==> src/rtl/seg_scan_ctrl_pkg.sv <==
// Shared definitions for the seven-segment scan controller: FSM states,
// dark-display constants and the active-low hex-to-segment table.
package seg_scan_ctrl_pkg;

    typedef enum logic [1:0] {
        StIdle  = 2'd0,
        StShow  = 2'd1,
        StBlank = 2'd2
    } state_e;

    localparam logic [6:0] SEG_OFF = 7'h7F;
    localparam logic [7:0] AN_OFF  = 8'hFF;

    // {g,f,e,d,c,b,a}, active-low, indexed by nibble value
    localparam logic [6:0] HEX_SEG [16] = '{
        7'b1000000, 7'b1111001, 7'b0100100, 7'b0110000,
        7'b0011001, 7'b0010010, 7'b0000010, 7'b1111000,
        7'b0000000, 7'b0010000, 7'b0001000, 7'b0000011,
        7'b1000110, 7'b0100001, 7'b0000110, 7'b0001110
    };

    function automatic int unsigned max_u(input int unsigned a, input int unsigned b);
        return (a > b) ? a : b;
    endfunction

endpackage

==> src/rtl/seg_scan_ctrl_if.sv <==
// Application-side and pin-side signals of the scan controller.
// The master drives data/enables; the slave (controller) drives the display pins.
interface seg_scan_ctrl_if;

    logic        i_en;
    logic [31:0] i_data;
    logic [7:0]  i_dp;
    logic [7:0]  i_dig_mask;
    logic [7:0]  o_an;
    logic [6:0]  o_seg;
    logic        o_dpo;
    logic [2:0]  o_num;
    logic        o_frame_tick;

    modport master (
        output i_en, i_data, i_dp, i_dig_mask,
        input  o_an, o_seg, o_dpo, o_num, o_frame_tick
    );

    modport slave (
        input  i_en, i_data, i_dp, i_dig_mask,
        output o_an, o_seg, o_dpo, o_num, o_frame_tick
    );

endinterface

==> src/rtl/seg_scan_ctrl_hex_to_seg7.sv <==
// Combinational nibble to active-low seven-segment pattern decoder.
module hex_to_seg7
    import seg_scan_ctrl_pkg::*;
(
    input  logic [3:0] i_nibble,
    output logic [6:0] o_seg
);

    always_comb begin
        o_seg = HEX_SEG[i_nibble];
    end

endmodule

==> src/rtl/seg_scan_ctrl.sv <==
// Eight-digit common-anode scan controller with inter-digit blanking and
// frame-boundary shadow capture so a displayed frame never tears.
module seg_scan_ctrl
    import seg_scan_ctrl_pkg::*;
#(
    parameter int unsigned DIV_CNT   = 100000,
    parameter int unsigned BLANK_CYC = 4
) (
    input  logic            i_clk,
    input  logic            i_rst_n,
    seg_scan_ctrl_if.slave  bus
);

    localparam int unsigned CNT_W = $clog2(max_u(DIV_CNT, BLANK_CYC));
    localparam logic [CNT_W-1:0] DIV_LAST   = CNT_W'(DIV_CNT - 1);
    localparam logic [CNT_W-1:0] BLANK_LAST = CNT_W'(BLANK_CYC - 1);

    state_e           r_state;
    logic [CNT_W-1:0] r_cnt;
    logic [2:0]       r_num;
    logic [31:0]      r_data;
    logic [7:0]       r_dp;
    logic [7:0]       r_mask;
    logic [7:0]       r_an;
    logic [6:0]       r_seg;
    logic             r_dpo;
    logic             r_tick;

    state_e           w_state_d;
    logic [CNT_W-1:0] w_cnt_d;
    logic [2:0]       w_num_d;
    logic [31:0]      w_data_d;
    logic [7:0]       w_dp_d;
    logic [7:0]       w_mask_d;
    logic             w_tick_d;
    logic [3:0]       w_nibble_d;
    logic [6:0]       w_seg_dec;
    logic             w_show_d;
    logic [7:0]       w_an_d;
    logic [6:0]       w_seg_d;
    logic             w_dpo_d;

    always_comb begin
        w_state_d = r_state;
        w_cnt_d   = r_cnt;
        w_num_d   = r_num;
        w_data_d  = r_data;
        w_dp_d    = r_dp;
        w_mask_d  = r_mask;
        w_tick_d  = 1'b0;

        // Dropping the enable beats everything, including a pending wrap.
        if (!bus.i_en) begin
            w_state_d = StIdle;
            w_cnt_d   = '0;
            w_num_d   = 3'd0;
        end else begin
            unique case (r_state)
                StIdle: begin
                    w_state_d = StShow;
                    w_cnt_d   = '0;
                    w_num_d   = 3'd0;
                    w_data_d  = bus.i_data;
                    w_dp_d    = bus.i_dp;
                    w_mask_d  = bus.i_dig_mask;
                end
                StShow: begin
                    if (r_cnt == DIV_LAST) begin
                        w_state_d = StBlank;
                        w_cnt_d   = '0;
                    end else begin
                        w_cnt_d = r_cnt + CNT_W'(1);
                    end
                end
                StBlank: begin
                    if (r_cnt == BLANK_LAST) begin
                        w_state_d = StShow;
                        w_cnt_d   = '0;
                        w_num_d   = r_num + 3'd1;
                        if (r_num == 3'd7) begin
                            w_data_d = bus.i_data;
                            w_dp_d   = bus.i_dp;
                            w_mask_d = bus.i_dig_mask;
                            w_tick_d = 1'b1;
                        end
                    end else begin
                        w_cnt_d = r_cnt + CNT_W'(1);
                    end
                end
                default: begin
                    w_state_d = StIdle;
                    w_cnt_d   = '0;
                    w_num_d   = 3'd0;
                end
            endcase
        end
    end

    // Outputs are derived from next-state values so every pin moves on one edge.
    assign w_nibble_d = w_data_d[{w_num_d, 2'b00} +: 4];

    hex_to_seg7 u_hex_to_seg7 (
        .i_nibble (w_nibble_d),
        .o_seg    (w_seg_dec)
    );

    always_comb begin
        w_show_d = (w_state_d == StShow);
        w_an_d   = AN_OFF;
        w_seg_d  = SEG_OFF;
        w_dpo_d  = 1'b1;
        if (w_show_d) begin
            if (w_mask_d[w_num_d]) begin
                w_an_d = ~(8'b1 << w_num_d);
            end
            w_seg_d = w_seg_dec;
            w_dpo_d = ~w_dp_d[w_num_d];
        end
    end

    always_ff @(posedge i_clk or negedge i_rst_n) begin
        if (!i_rst_n) begin
            r_state <= StIdle;
            r_cnt   <= '0;
            r_num   <= 3'd0;
            r_data  <= 32'd0;
            r_dp    <= 8'd0;
            r_mask  <= 8'd0;
            r_an    <= AN_OFF;
            r_seg   <= SEG_OFF;
            r_dpo   <= 1'b1;
            r_tick  <= 1'b0;
        end else begin
            r_state <= w_state_d;
            r_cnt   <= w_cnt_d;
            r_num   <= w_num_d;
            r_data  <= w_data_d;
            r_dp    <= w_dp_d;
            r_mask  <= w_mask_d;
            r_an    <= w_an_d;
            r_seg   <= w_seg_d;
            r_dpo   <= w_dpo_d;
            r_tick  <= w_tick_d;
        end
    end

    assign bus.o_an         = r_an;
    assign bus.o_seg        = r_seg;
    assign bus.o_dpo        = r_dpo;
    assign bus.o_num        = r_num;
    assign bus.o_frame_tick = r_tick;

endmodule

==> src/flat_wrapper.sv <==
// flat-port wrapper written by rule: the top's interface ports become plain ports
module seg_scan_ctrl_flat import seg_scan_ctrl_pkg::*;
#(
    parameter int unsigned DIV_CNT   = 100000,
    parameter int unsigned BLANK_CYC = 4
)
  (i_clk, i_rst_n, bus_i_en, bus_i_data, bus_i_dp, bus_i_dig_mask, bus_o_an, bus_o_seg, bus_o_dpo, bus_o_num, bus_o_frame_tick);
  seg_scan_ctrl_if bus_i ();
  input  logic i_clk;
  input  logic i_rst_n;
  input wire logic [$bits(bus_i.i_en)-1:0] bus_i_en;
  input wire logic [$bits(bus_i.i_data)-1:0] bus_i_data;
  input wire logic [$bits(bus_i.i_dp)-1:0] bus_i_dp;
  input wire logic [$bits(bus_i.i_dig_mask)-1:0] bus_i_dig_mask;
  output wire logic [$bits(bus_i.o_an)-1:0] bus_o_an;
  output wire logic [$bits(bus_i.o_seg)-1:0] bus_o_seg;
  output wire logic [$bits(bus_i.o_dpo)-1:0] bus_o_dpo;
  output wire logic [$bits(bus_i.o_num)-1:0] bus_o_num;
  output wire logic [$bits(bus_i.o_frame_tick)-1:0] bus_o_frame_tick;
  assign bus_i.i_en = bus_i_en;
  assign bus_i.i_data = bus_i_data;
  assign bus_i.i_dp = bus_i_dp;
  assign bus_i.i_dig_mask = bus_i_dig_mask;
  assign bus_o_an = bus_i.o_an;
  assign bus_o_seg = bus_i.o_seg;
  assign bus_o_dpo = bus_i.o_dpo;
  assign bus_o_num = bus_i.o_num;
  assign bus_o_frame_tick = bus_i.o_frame_tick;
  seg_scan_ctrl #(.DIV_CNT(DIV_CNT), .BLANK_CYC(BLANK_CYC)) u_core (.i_clk(i_clk), .i_rst_n(i_rst_n), .bus(bus_i));
endmodule
==> config.mk <==
export PLATFORM = sky130hd
export DESIGN_NAME = seg_scan_ctrl_flat
export DESIGN_NICKNAME = d
export VERILOG_FILES = /design/src/rtl/seg_scan_ctrl_pkg.sv /design/src/rtl/seg_scan_ctrl_if.sv /design/src/rtl/seg_scan_ctrl_hex_to_seg7.sv /design/src/rtl/seg_scan_ctrl.sv /design/src/flat_wrapper.sv
export SDC_FILE = /design/constraint.sdc
export NUM_CORES = 1
export LEC_CHECK = 0
export ABC_CLOCK_PERIOD_IN_PS = 6000
export CAP_MARGIN = 10
export CORE_UTILIZATION = 50
export DETAILED_ROUTE_END_ITERATION = 7
export HOLD_SLACK_MARGIN = 0.05
export MAX_ROUTING_LAYER = met4
export PLACE_DENSITY = 0.75
export SYNTH_ARGS = -nofsm -noshare
export SYNTH_HDL_FRONTEND = slang
export SYNTH_SLANG_ARGS = --single-unit
==> constraint.sdc <==
create_clock -name i_clk -period 6 [get_ports i_clk]
set_clock_uncertainty 0.1 [all_clocks]
set_input_delay 1.2 -clock i_clk [delete_from_list [all_inputs] [get_ports i_clk]]
set_output_delay 1.2 -clock i_clk [all_outputs]
set_load 0.01 [all_outputs]
==> results of run 1 <==
metrics by stage:
step	util, %	hold WS (ps)	instances	total power [mW]
floorplan	-	347.4	439	0.8338
global placement	60.14	366.3	597	0.9314
detailed placement	60.14	382.7	597	0.9404
CTS	62.45	405.4	613	1.359
global route	62.45	427.8	613	1.415
finish	62.45	409.5	613	1.356
routing by layer:
layer  GRT usage, %  up-vias
li1               -     1767
met4          10.75        0
met5              -        -
met1          34.19     1876
met3          3.309       26
met2          40.08      136
power by group:
part           internal (mW)  switching, mW  leakage [nW]  total [mW]
combinational          0.122          0.141          1.14       0.262
sequential             0.651         0.0215          1.08       0.672
clock                  0.197          0.224        0.0982       0.421
total                  0.970          0.386          2.31        1.36
path summary, 6_finish.rpt:
| kind | from | to |
|---|---|---|
| worst min register to register | u_core.r_dp[2] | u_core.r_dp[2] |
| min in group asynchronous | i_rst_n | u_core.r_data[29] |
| worst max-delay path | bus_i_en | u_core.bus.o_seg[0] |
| worst min-delay path | u_core.r_dp[2] | u_core.r_dp[2] |
| max in group asynchronous | i_rst_n | u_core.bus.o_num[2] |
| worst max register to register | u_core.r_cnt[4] | u_core.bus.o_seg[0] |
Yosys cell counts, types with 3 or more instances:
cell type	number	area [µm²]
sky130_fd_sc_hd__inv_1	18	67.56
sky130_fd_sc_hd__ha_1	13	162.7
sky130_fd_sc_hd__nor2_1	40	150.1
sky130_fd_sc_hd__a221o_1	3	30.03
sky130_fd_sc_hd__mux2i_1	4	40.04
sky130_fd_sc_hd__buf_6	3	33.78
sky130_fd_sc_hd__a22oi_1	7	52.55
sky130_fd_sc_hd__or3_1	6	37.54
sky130_fd_sc_hd__a21oi_1	25	125.1
sky130_fd_sc_hd__a211oi_1	15	112.6
sky130_fd_sc_hd__a311oi_1	3	26.28
sky130_fd_sc_hd__xor2_1	8	70.07
sky130_fd_sc_hd__nand2_1	29	108.9
sky130_fd_sc_hd__a22o_1	37	324.1
sky130_fd_sc_hd__o21ai_0	9	45.04
sky130_fd_sc_hd__nand3_1	10	50.05
sky130_fd_sc_hd__nor3_1	6	30.03
sky130_fd_sc_hd__nand4_1	9	56.30
sky130_fd_sc_hd__o21a_1	3	22.52
sky130_fd_sc_hd__and3_1	8	50.05
sky130_fd_sc_hd__dfstp_2	16	420.4
sky130_fd_sc_hd__buf_4	5	37.54
sky130_fd_sc_hd__o22ai_1	4	25.02
sky130_fd_sc_hd__xnor2_1	5	43.79
sky130_fd_sc_hd__dfrtp_1	71	1777
sky130_fd_sc_hd__o211ai_1	7	52.55
sky130_fd_sc_hd__and2_1	4	25.02
sky130_fd_sc_hd__clkbuf_1	8	30.03
sky130_fd_sc_hd__buf_2	5	25.02
final cells by class:
| type | instances | area [µm²] |
|---|---|---|
| fillers | 725 | 3291 |
| inverters | 19 | 76.32 |
| multi-input cells | 310 | 2141 |
| well taps | 108 | 135.1 |
| flip-flops and latches | 87 | 2197 |
| clock buffers | 9 | 123.9 |
| repair buffers | 73 | 720.7 |
| clock inverters | 7 | 78.83 |
cell families (layout without fill, tap and decap cells):
family                     Yosys count  in the layout  synth area share (%)
AOI/OAI and AO/OA                  144            144                 24.29
and+or+nand+nor                    136            136                 15.69
DFF                                 87             87                 48.24
buffers and inverters               42            108                 4.835
adders and majority gates           13             13                 3.572
xor gates and xnor gates            13             13                 2.500
muxes                                4              4                0.8792
critical path: stages:
cell and delay, ps:
sky130_fd_sc_hd__clkdlybuf4s50_1 650, sky130_fd_sc_hd__nand4_1 310, sky130_fd_sc_hd__o21a_1 730, sky130_fd_sc_hd__buf_4 400
sky130_fd_sc_hd__a22o_1 180, sky130_fd_sc_hd__a222oi_1 60, sky130_fd_sc_hd__a22o_1 380, sky130_fd_sc_hd__inv_1 130
sky130_fd_sc_hd__ha_1 220, sky130_fd_sc_hd__nor2_1 90, sky130_fd_sc_hd__and3_2 250, sky130_fd_sc_hd__o21a_1 170
sky130_fd_sc_hd__a311oi_1 220
flip-flops by register name, indices dropped and copies added (netlist names):
register                 flops
u_core.r_mask                8
u_core.bus.o_seg             7
u_core.bus.o_an              8
u_core.r_cnt                17
u_core.bus.o_dpo             1
u_core.bus.o_frame_tick      1
u_core.r_dp                  8
u_core.r_state               2
u_core.r_data               32
u_core.bus.o_num             3
==> out/summary.txt, run 1 <==
Area of all placed cells without fillers -> 5473 µm²
Number of I/O pins -> 71
Metal1 wirelength -> 4961 µm
Clock tree from TritonCTS -> done
Count of warnings emitted by yosys -> 0
Most common cell after layout, fill and taps aside -> sky130_fd_sc_hd__dfrtp_1
Most used cells in the layout excluding fill and tap cells -> sky130_fd_sc_hd__dfrtp_1, sky130_fd_sc_hd__clkdlybuf4s50_1, sky130_fd_sc_hd__nor2_1, sky130_fd_sc_hd__a22o_1, sky130_fd_sc_hd__nand2_1
Number of instances in the synthesized netlist -> 439
Highest clock frequency the design can meet -> 207.1 MHz
Setup Slack @ Placement -> 907.4 ps
Top routing layer in use -> met4
Synth Cell Area -> 4554 µm²
PD cells -> 247.8 nW/µm²
Area enclosed by the die boundary -> 9495 µm²
Post-CTS Setup Repair Bufs -> 0
Outcome -> complete, no violations
CTS Buf Count -> 9
Chip Height -> 97.44 µm
Violation count after the first detailed-routing iteration -> 205
Count of distinct cell types in the synthesized netlist -> 73
Final critical path time including I/O delays and setup -> 4828 ps
Met2 WL post-DR -> 5481 µm
CP max FO -> 23
Vias per inst -> 6.207
CP endpoint kind -> flop
GP Congestion -> 0.9378
Worst R2R Setup Slack -> 1550 ps
Length of the first detailed-routing pass in iterations -> 5
Total number of vias -> 3,805
RSZ-0062 raised after global routing -> no
Leakage power figure -> 2.313 nW
Number of maximum-capacitance violations -> 0
CTS clock-pin slew for the worst setup and hold paths -> 90 ps
Worst Setup Path Type -> in2reg
Via count of the first global-routing pass -> 3,854
Remaining routing DRC violations -> 0
WHS Path Cells -> 1
Number of enable flip-flop cells after synthesis -> 0
Number of antenna violations at the first check in global routing -> 0
Max IR drop VDD -> 0.1376 mV
Root buf cell -> sky130_fd_sc_hd__clkbuf_8
Depth of the most critical reg-to-reg path -> 13
Avg Synthesized Cell Area -> 10.37 µm²
Setup_tns -> 0 ps
Core area -> 8763 µm²
Met3 wire len -> 665 µm
Area growth from synthesis to final layout -> 20.16%
Nets in the synthesized netlist -> 503
Wire length of the first global-routing pass -> 19,070 µm
Slew margin rel. -> 41.87%
Setup slack after layout -> 1172 ps
H-Tree Depth -> 3
Hpwl dp -> 8056 µm
Kind of start point of the critical path -> input pin
Number of buffers on the longest clock path -> 2
Total of buffers placed on input and output ports -> 70
Number of cell rows -> 34
Final Cycle Share -> 80.47%
Share of layout cells above drive strength 1 -> 11.88%
Hold violation count in the final report -> 0
Clock Sinks -> 87
Number of hold buffers added after cts -> 0
Signal arrival time at the worst endpoint -> 5000 ps
Routed wirelength normalized by instance count -> 18.65 µm
Final number of setup-violating endpoints -> 0
Number of nets with antenna violations after routing -> 0
Final Net Count -> 564
Largest net degree at the start of global routing -> 63
Cell area after placement -> 5270 µm²
Starting Density -> 51.97%
CTS-repair resized insts -> 0
Data required time at the worst endpoint -> 6170 ps
Global Route Usage Sum -> 25.73%
N_diodes -> 0
Leading register cell type out of synthesis -> sky130_fd_sc_hd__dfrtp_1
Clock insertion delay at the later pin of the skew report -> 360 ps
Horizontal extent of the die -> 97.44 µm
Number of synthesized register bits -> 87
Worst Tran Pin Value -> 872.0 ps
Path type of the worst min-delay path -> reg2reg
Async set or reset register ratio after synthesis -> 100.0%
Gr ovfl total -> 0
Portion of the post-synthesis area used by sequential elements -> 48.24%
Max Slew Vio Count -> 0
Total detailed-routing wirelength -> 11,430 µm
Note: power is estimated with default switching activity, not from simulation.
==> run 2: changes to the inputs <==
--- a/config.mk
+++ b/config.mk
@@ -5,7 +5,7 @@
 export SDC_FILE = /design/constraint.sdc
 export NUM_CORES = 1
 export LEC_CHECK = 0
-export ABC_CLOCK_PERIOD_IN_PS = 6000
+export ABC_CLOCK_PERIOD_IN_PS = 5000
 export CAP_MARGIN = 10
 export CORE_UTILIZATION = 50
 export DETAILED_ROUTE_END_ITERATION = 7
==> constraint.sdc (replaced) <==
create_clock -name i_clk -period 5 [get_ports i_clk]
set_clock_uncertainty 0.1 [all_clocks]
set_input_delay 1 -clock i_clk [delete_from_list [all_inputs] [get_ports i_clk]]
set_output_delay 1 -clock i_clk [all_outputs]
set_load 0.01 [all_outputs]
==> out/summary.txt, run 2 (synthesized netlist as in run 1, its figures left out) <==
Root buf cell -> sky130_fd_sc_hd__clkbuf_8 (unchanged)
Setup_tns -> 0 ps (unchanged)
Via count of the first global-routing pass -> 3,806 (was 3,854)
Clock Sinks -> 87 (unchanged)
Violation count after the first detailed-routing iteration -> 227 (was 205)
Area growth from synthesis to final layout -> 21.40% (was 20.16%)
Cells traversed along the worst timing path -> nor4_2, nand4_2, or4_1, a31oi_2, and2_1, a222oi_1, a22o_1, inv_1, ha_1, nor2_1, and3_2, o21a_1, a311oi_1 (was clkdlybuf4s50_1, nand4_1, o21a_1, buf_4, a22o_1, a222oi_1, a22o_1, inv_1, ha_1, nor2_1, and3_2, o21a_1, a311oi_1)
Total number of vias -> 3,841 (was 3,805)
Switching share of total power -> 27.80% (was 28.48%)
Highest clock frequency the design can meet -> 231.1 MHz
Gate family responsible for the most delay along the worst path -> simple AND/OR/NAND/NOR gates (was compound AO/OA/AOI/OAI gates)
Hpwl dp -> 8154 µm (was 8056 µm)
Crit Reg-Reg Startpoint -> u_core.r_cnt[4] (unchanged)
Max IR drop VDD -> 0.1442 mV (was 0.1376 mV)
Horizontal extent of the die -> 97.44 µm (unchanged)
Clock insertion delay at the later pin of the skew report -> 360 ps (about the same)
Global Route Usage Sum -> 25.67% (was 25.73%)
Final Net Count -> 570 (was 564)
Delay of the slowest critical-path stage -> 620 ps (was 730 ps)
CTS clock-pin slew for the worst setup and hold paths -> 90 ps (about the same)
Total detailed-routing wirelength -> 11,360 µm (was 11,430 µm)
PD cells -> 296.2 nW/µm² (was 247.8 nW/µm²)
N_diodes -> 0 (unchanged)
Cell internal power dissipation -> 1.182 mW (was 969.8 µW)
Chip Height -> 97.44 µm (unchanged)
Signal arrival time at the worst endpoint -> 4500 ps (was 5000 ps)
Top register by number of flip-flops -> u_core.r_data (unchanged)
Clock power share -> 31.6% (was 31.1%)
Data required time at the worst endpoint -> 5170 ps (was 6170 ps)
Number of I/O pins -> 71 (unchanged)
Kind of start point of the critical path -> flop (was input pin)
Slew margin rel. -> 34.19% (was 41.87%)
Combinational cell fraction of total power -> 19.1% (was 19.3%)
Number of hold buffers added after cts -> 0 (unchanged)
Gr ovfl total -> 0 (unchanged)
Number of nets with antenna violations after routing -> 0 (unchanged)
Hold path startpoint -> u_core.r_data[2] (was u_core.r_dp[2])
Vias per inst -> 6.205 (was 6.207)
Most common cell after layout, fill and taps aside -> sky130_fd_sc_hd__dfrtp_1 (unchanged)
Worst Tran Pin Value -> 987.1 ps (was 872.0 ps)
Clock tree from TritonCTS -> done (unchanged)
CP max FO -> 14 (was 23)
Worst Setup Path Type -> reg2reg (was in2reg)
Path type of the worst min-delay path -> reg2reg (unchanged)
Non-filler instance count after layout -> 619 (was 613)
P_sw -> 455.3 µW (was 386.2 µW)
CTS Buf Count -> 9 (unchanged)
Routed wirelength normalized by instance count -> 18.36 µm (was 18.65 µm)
Number of antenna violations at the first check in global routing -> 0 (unchanged)
Largest regs -> u_core.r_data x32, u_core.r_cnt x17 (unchanged)
Area enclosed by the die boundary -> 9495 µm² (unchanged)
CTS-repair resized insts -> 0 (unchanged)
Post-CTS Setup Repair Bufs -> 0 (unchanged)
Most used cells in the layout excluding fill and tap cells -> sky130_fd_sc_hd__dfrtp_1, sky130_fd_sc_hd__clkdlybuf4s50_1, sky130_fd_sc_hd__nor2_1, sky130_fd_sc_hd__a22o_1, sky130_fd_sc_hd__nand2_1 (unchanged)
Remaining routing DRC violations -> 0 (unchanged)
GP Congestion -> 0.8635 (was 0.9378)
Number of cell rows -> 34 (unchanged)
PnR Total Power -> 1.637 mW (was 1.356 mW)
Max Slew Vio Count -> 0 (unchanged)
Hold violation count in the final report -> 0 (unchanged)
Core area -> 8763 µm² (unchanged)
H-Tree Depth -> 3 (unchanged)
Leakage power figure -> 2.354 nW (was 2.313 nW)
Number of buffers on the longest clock path -> 2 (unchanged)
Number of flip-flops in the largest register -> 32 (unchanged)
Buffers & Inverters on Critical Path -> 1 (was 3)
Outcome -> complete, no violations (unchanged)
Final number of setup-violating endpoints -> 0 (unchanged)
Starting Density -> 51.97% (unchanged)
Share of layout cells above drive strength 1 -> 12.92% (was 11.88%)
Length of the first detailed-routing pass in iterations -> 4 (was 5)
Total of buffers placed on input and output ports -> 70 (unchanged)
Wire length of the first global-routing pass -> 18,760 µm (was 19,070 µm)
Cell count after placement -> 603 (was 597)
Sequential Power Share -> 49.3% (was 49.6%)
Worst Setup SP -> u_core.r_cnt[4] (was bus_i_en)
Number of maximum-capacitance violations -> 0 (unchanged)
Final Cycle Share -> 86.54%
Critical Path Slowest Stage Cell -> sky130_fd_sc_hd__or4_1 (was sky130_fd_sc_hd__o21a_1)
Final critical path time including I/O delays and setup -> 4327 ps
CP endpoint kind -> flop (unchanged)
RSZ-0062 raised after global routing -> no (unchanged)
Largest net degree at the start of global routing -> 54 (was 63)
Final cell utilization of the core -> 63.09% (was 62.45%)
## run 2: cell count changes in the layout (fill, tap and decap cells not counted)
cell                         delta
sky130_fd_sc_hd__buf_4          +6
sky130_fd_sc_hd__clkinv_4       +3
sky130_fd_sc_hd__clkinvlp_4     -2
sky130_fd_sc_hd__clkbuf_8       +1
sky130_fd_sc_hd__clkinv_2       -1
sky130_fd_sc_hd__inv_6          -1
## run 2: area by class of cell
type | count | area (µm²)
Clock inverter | 6 | 76.32
Multi-Input combinational cell | 310 | 2141
Timing Repair Buffer | 79 | 765.7
Clock buffer | 10 | 137.6
Sequential cell | 87 | 2197
Inverter | 19 | 76.32
Tap cell | 108 | 135.1
Fill cell | 732 | 3234
## run 2: worst paths after layout
kind                                       endpoint  slack (ps)  cells after the start
max in group asynchronous        u_core.bus.o_an[4]        3320                      2
worst min-delay path               u_core.r_data[2]         390                      2
worst max register to register  u_core.bus.o_seg[0]         670                     13
min in group asynchronous         u_core.r_data[19]         570                      1
worst max-delay path            u_core.bus.o_seg[0]         670                     13
worst min register to register     u_core.r_data[2]         390                      2
## run 2: routing by layer
| layer | share of wire [%] | global-route usage, % | up-vias |
|---|---|---|---|
| met4 | 3.7 | 13.57 | 0 |
| met2 | 47 | 39.16 | 159 |
| met3 | 6.5 | 5.324 | 40 |
| li1 | - | - | 1777 |
| met1 | 43 | 32.28 | 1865 |
| met5 | 0 | - | - |
## run 2: worst min-delay path, delay by kind of cell, from the launching register on
family / cells / cell delay, ps
and+or+nand+nor: 1 / 80
AOI/OAI and AO/OA: 1 / 50
DFF: 1 / 330
## run 2: power by group through the flow
stage | Clock (mW) | Sequential, mW | Combinational, mW
finish | 0.518 | 0.808 | 0.312
global route | 0.555 | 0.813 | 0.345
CTS | 0.529 | 0.807 | 0.312
detailed placement | 0 | 0.820 | 0.310
global placement | 0 | 0.819 | 0.304
floorplan | 0 | 0.819 | 0.181
## run 2: through the flow
step | hold slack (ps) | instance area, µm² | setup slack, ps
floorplan | 347.4 | 4554 | 1484
global placement | 365.1 | 5315 | 511.0
detailed placement | 367.0 | 5315 | 340.5
CTS | 390.5 | 5529 | 691.0
global route | 423.8 | 5529 | 441.8
finish | 388.9 | 5529 | 673.1
==> run 3: changes to the inputs <==
--- a/config.mk
+++ b/config.mk
@@ -6,7 +6,8 @@
 export NUM_CORES = 1
 export LEC_CHECK = 0
 export ABC_CLOCK_PERIOD_IN_PS = 5000
-export CAP_MARGIN = 10
+export CAP_MARGIN = 20
+export CORE_ASPECT_RATIO = 0.8
 export CORE_UTILIZATION = 50
 export DETAILED_ROUTE_END_ITERATION = 7
 export HOLD_SLACK_MARGIN = 0.05
==> out/summary.txt, run 3 (synthesized netlist as in run 1, its figures left out) <==
Outcome -> complete, no violations (unchanged)
Signal arrival time at the worst endpoint -> 4590 ps (was 4500 ps)
Area enclosed by the die boundary -> 9497 µm² (was 9495 µm²)
Top register by number of flip-flops -> u_core.r_data (unchanged)
Largest net degree at the start of global routing -> 53 (was 54)
H-Tree Depth -> 3 (unchanged)
Worst Tran Pin Value -> 961.6 ps (was 987.1 ps)
Setup_tns -> 0 ps (unchanged)
Routed wirelength normalized by instance count -> 19.43 µm (was 18.36 µm)
Area growth from synthesis to final layout -> 23.21% (was 21.40%)
Gr ovfl total -> 0 (unchanged)
Most used cells in the layout excluding fill and tap cells -> sky130_fd_sc_hd__dfrtp_1, sky130_fd_sc_hd__clkdlybuf4s50_1, sky130_fd_sc_hd__nor2_1, sky130_fd_sc_hd__a22o_1, sky130_fd_sc_hd__nand2_1 (unchanged)
Root buf cell -> sky130_fd_sc_hd__clkbuf_16 (was sky130_fd_sc_hd__clkbuf_8)
Slew margin rel. -> 35.89% (was 34.19%)
Chip Height -> 87.37 µm (was 97.44 µm)
Area of all placed cells without fillers -> 5612 µm² (was 5529 µm²)
PD cells -> 322.7 nW/µm² (was 296.2 nW/µm²)
CP max FO -> 28 (was 14)
Number of hold buffers added after cts -> 0 (unchanged)
Final Cycle Share -> 88.74% (was 86.54%)
Total of buffers placed on input and output ports -> 70 (unchanged)
Starting Density -> 52.53% (was 51.97%)
Remaining routing DRC violations -> 0 (unchanged)
Crit Reg-Reg Startpoint -> u_core.r_cnt[4] (unchanged)
Number of cell rows -> 30 (was 34)
Filler cell count -> 692 (was 732)
Via count of the first global-routing pass -> 3,672 (was 3,806)
CTS-repair resized insts -> 0 (unchanged)
Clock Sinks -> 87 (unchanged)
Vias per inst -> 6.196 (was 6.205)
GP Congestion -> 0.9156 (was 0.8635)
Global Route Usage Sum -> 27.79% (was 25.67%)
Post-CTS Setup Repair Bufs -> 0 (unchanged)
Number of buffers on the longest clock path -> 2 (unchanged)
Path type of the worst min-delay path -> reg2reg (unchanged)
Hold violation count in the final report -> 0 (unchanged)
Clock insertion delay at the later pin of the skew report -> 340 ps (was 360 ps)
Number of flip-flops in the largest register -> 32 (unchanged)
Total number of vias -> 3,848 (was 3,841)
Violation count after the first detailed-routing iteration -> 402 (was 227)
Number of nets with antenna violations after routing -> 0 (unchanged)
Worst Setup Path Type -> in2reg (was reg2reg)
Wire length of the first global-routing pass -> 19,190 µm (was 18,760 µm)
Number of maximum-capacitance violations -> 0 (unchanged)
CP endpoint kind -> flop (unchanged)
Final Net Count -> 568 (was 570)
Max IR drop VDD -> 0.2293 mV (was 0.1442 mV)
Leakage power figure -> 2.382 nW (was 2.354 nW)
Final number of setup-violating endpoints -> 0 (unchanged)
Clock tree from TritonCTS -> done (unchanged)
Final critical path time including I/O delays and setup -> 4437 ps (was 4327 ps)
N_diodes -> 0 (unchanged)
Length of the first detailed-routing pass in iterations -> 5 (was 4)
Horizontal extent of the die -> 108.7 µm (was 97.44 µm)
Hold path startpoint -> u_core.r_data[2] (unchanged)
RSZ-0062 raised after global routing -> no (unchanged)
CTS clock-pin slew for the worst setup and hold paths -> 70 ps (was 90 ps)
Cell area after placement -> 5305 µm² (was 5315 µm²)
Data required time at the worst endpoint -> 5150 ps (was 5170 ps)
Storage element area -> 2197 µm² (unchanged)
Largest regs -> u_core.r_data x32, u_core.r_cnt x17 (unchanged)
Area of the multi-input gates -> 2141 µm² (unchanged)
Number of I/O pins -> 71 (unchanged)
Worst Setup SP -> bus_i_en (was u_core.r_cnt[4])
Core area -> 8671 µm² (was 8763 µm²)
Kind of start point of the critical path -> input pin (was flop)
CTS Buf Count -> 9 (unchanged)
Hpwl dp -> 8423 µm (was 8154 µm)
Share of layout cells above drive strength 1 -> 12.57% (was 12.92%)
Number of antenna violations at the first check in global routing -> 0 (unchanged)
Most common cell after layout, fill and taps aside -> sky130_fd_sc_hd__dfrtp_1 (unchanged)
Highest clock frequency the design can meet -> 225.4 MHz (was 231.1 MHz)
Max Slew Vio Count -> 0 (unchanged)
Final cell utilization of the core -> 64.72% (was 63.09%)
Total detailed-routing wirelength -> 12,070 µm (was 11,360 µm)
[run 3: cell type report]
class | instances | share of cell area [%]
tap | 112 | 2.497
clock buffer | 9 | 4.013
timing repair buffer | 77 | 13.38
sequential | 87 | 39.15
multi-input combinational | 310 | 38.15
inverter | 19 | 1.360
clock inverter | 7 | 1.449
[run 3: worst paths after layout]
path	end	slack, ps	cells after the start
worst max-delay path	u_core.bus.o_seg[0]	560	12
worst min-delay path	u_core.r_data[2]	390	2
worst max register to register	u_core.bus.o_seg[0]	770	13
worst min register to register	u_core.r_data[2]	390	2
max in group asynchronous	u_core.bus.o_an[4]	3270	2
min in group asynchronous	u_core.r_cnt[12]	590	1
[run 3: metal layers]
metal	global-route usage, %	wire [µm]	vias up
li1	-	-	1775
met1	39.18	5619	1877
met2	41.08	5462	184
met3	5.460	868	12
met4	7.125	118	0
met5	-	0	-
[run 3: worst max-delay path: stages]
cell and delay (ps):
sky130_fd_sc_hd__clkdlybuf4s50_1 770, sky130_fd_sc_hd__nand4_1 310, sky130_fd_sc_hd__o21a_1 600, sky130_fd_sc_hd__a22o_1 350, sky130_fd_sc_hd__a222oi_1 350, sky130_fd_sc_hd__a22o_1 350
sky130_fd_sc_hd__inv_1 110, sky130_fd_sc_hd__ha_1 240, sky130_fd_sc_hd__nor2_1 150, sky130_fd_sc_hd__and3_2 200, sky130_fd_sc_hd__o21a_1 100, sky130_fd_sc_hd__a311oi_1 40
[run 3: where the power goes]
part           internal, mW  switching [mW]  total [mW]
Combinational         0.147           0.170       0.317
Sequential            0.782          0.0264       0.808
Clock                 0.393           0.293       0.686
Total                  1.32           0.488        1.81
[run 3: stage by stage]
| step | hold WS [ps] | setup WS, ps | total power [mW] | instances |
|---|---|---|---|---|
| floorplan | 347.4 | 1484 | 1.001 | 439 |
| global placement | 365.7 | 433.7 | 1.117 | 605 |
| detailed placement | 377.4 | 325.4 | 1.128 | 605 |
| CTS | 391.3 | 683.6 | 1.816 | 621 |
| global route | 412.2 | 349.4 | 1.889 | 621 |
| finish | 386.0 | 563.0 | 1.811 | 621 |
==> edit: new RTL, settings of run 2 <==
`BLANK_CYC` is set to 4 in 2 places; all go to 8.
--- a/src/rtl/seg_scan_ctrl.sv
+++ b/src/rtl/seg_scan_ctrl.sv
@@ -4,7 +4,7 @@
     import seg_scan_ctrl_pkg::*;
 #(
     parameter int unsigned DIV_CNT   = 100000,
-    parameter int unsigned BLANK_CYC = 4
+    parameter int unsigned BLANK_CYC = 8
 ) (
     input  logic            i_clk,
     input  logic            i_rst_n,
--- a/src/flat_wrapper.sv
+++ b/src/flat_wrapper.sv
@@ -2,7 +2,7 @@
 module seg_scan_ctrl_flat import seg_scan_ctrl_pkg::*;
 #(
     parameter int unsigned DIV_CNT   = 100000,
-    parameter int unsigned BLANK_CYC = 4
+    parameter int unsigned BLANK_CYC = 8
 )
   (i_clk, i_rst_n, bus_i_en, bus_i_data, bus_i_dp, bus_i_dig_mask, bus_o_an, bus_o_seg, bus_o_dpo, bus_o_num, bus_o_frame_tick);
   seg_scan_ctrl_if bus_i ();
Behaviour: no difference found for any inputs over 10 cycles, from zero or initial values and one cycle with i_rst_n low; that may be too few to reach the edited logic, so the function may still have changed.
==> edit against run 2 <==
  * First-iteration DRC count is 9.3% higher
  * Core utilization is 1.0 points higher
  * Combinational power is 5% lower
  * Setup slack worse by 0.086 ns
  * Global-route usage is 0.60 points higher
  * Critical path depth stayed put
  * Sequential cell count stayed put
  * Count of clock-buffer cells in the layout is 3 higher
  * Design area is 3.7% lower
  * Power is 3.5% lower
  * Area after synthesis is 4.7% lower
  * Wire length is 5.4% lower
  * Clock power is 6.2% lower
==> edit: results (changes against run 2) <==
After synthesis, the cell types taking the most area are sky130_fd_sc_hd__dfrtp_1 41%, sky130_fd_sc_hd__dfstp_2 9.7%, sky130_fd_sc_hd__a22o_1 6.3%, sky130_fd_sc_hd__nor2_1 4.4%, sky130_fd_sc_hd__ha_1 3.7%. The share of layout cells above drive strength 1 came out at 0.1145 (-0.01464). The worst reg-to-reg setup slack came to 0.59 ns (-0.09 ns).

The run finished with clean final reports. The via count of the first global-routing pass is 3455 (-9.2%). The post-route worst setup slack came out at 0.5868 ns (-0.08625 ns). The number of iterations in the first detailed-routing pass is 5 (+1). The maximum number of pins on one net before global-route repair came out at 88 (+63%). The total nets after synthesis is 481 (-4.4%).

The switching power of the nets is 0.0004263 W (-6.4%). The relative area of clock buffers and inverters in the final design is 0.03667 (-0.002025). The total instance count after detailed placement is 578 (-4.1%). The met1 capacity usage during global routing is 0.3604 (+0.03753). The slew at the pin closest to its max-slew limit came out at 1.073 ns (+0.08546 ns). The number of instances in the synthesized netlist came out at 417 (-5.0%). The instance count along the most critical hold path came out at 1 (-1). The last weighted congestion value of the routability-driven placer is 0.8935 (+3.5%).

The post-placement cell area came out at 0.005127 mm^2 (-3.5%). In this run the most critical hold path is launched from u_core.r_cnt[0]$_DFF_PN0_. The post-detailed-route via-to-cell ratio came out at 5.981 (-3.6%). The sink of the worst hold path is u_core.r_cnt[0]$_DFF_PN0_. The non-filler instance count after layout came out at 594 (-4.0%). The worst-case hold slack was 0.3903 ns (+0.001382 ns).

The share of final layout cell area taken by non-clock buffers is 0.1453 (+0.006782). The worst-path maximum fanout is 8 (-6).
## edit: cell count changes after synthesis, moves of 8 or more
cell	change
sky130_fd_sc_hd__a21oi_1	-10
sky130_fd_sc_hd__a211oi_1	-12
sky130_fd_sc_hd__nor2_1	+11
sky130_fd_sc_hd__nand3_1	+9
sky130_fd_sc_hd__nor4_1	+8
## edit: kinds of logic (layout without fill, tap and decap cells)
logic type,count (synthesis),count (layout),synth area share
simple gates,143,143,0.1626
compound gates,110,110,0.1969
mux,11,11,0.02594
fa+ha+maj,13,13,0.03748
flops,87,87,0.5062
xor+xnor,14,14,0.02825
buf+inv,39,111,0.04266
## edit: power by group through the flow
stage | sequential (W) | clock (W) | combinational, W
final | 0.000801 | 0.000486 | 0.000295
after global routing | 0.000807 | 0.000522 | 0.000322
after CTS | 0.000800 | 0.000492 | 0.000294
after detailed placement | 0.000813 | 0 | 0.000293
after global placement | 0.000812 | 0 | 0.000286
after floorplan | 0.000813 | 0 | 0.000170
## edit: worst max-delay path, cell delays in order (launching register included)
cell and delay [ns]:
sky130_fd_sc_hd__dfrtp_1 0.40, sky130_fd_sc_hd__ha_1 0.26, sky130_fd_sc_hd__nor4b_1 0.44, sky130_fd_sc_hd__and4b_1 0.39, sky130_fd_sc_hd__a21oi_1 0.11, sky130_fd_sc_hd__a211oi_2 0.36, sky130_fd_sc_hd__or2_2 0.31, sky130_fd_sc_hd__clkinv_1 0.28
sky130_fd_sc_hd__o31ai_1 0.55, sky130_fd_sc_hd__inv_1 0.21, sky130_fd_sc_hd__ha_1 0.28, sky130_fd_sc_hd__nor3_1 0.28, sky130_fd_sc_hd__a211oi_1 0.08, sky130_fd_sc_hd__a211o_1 0.28
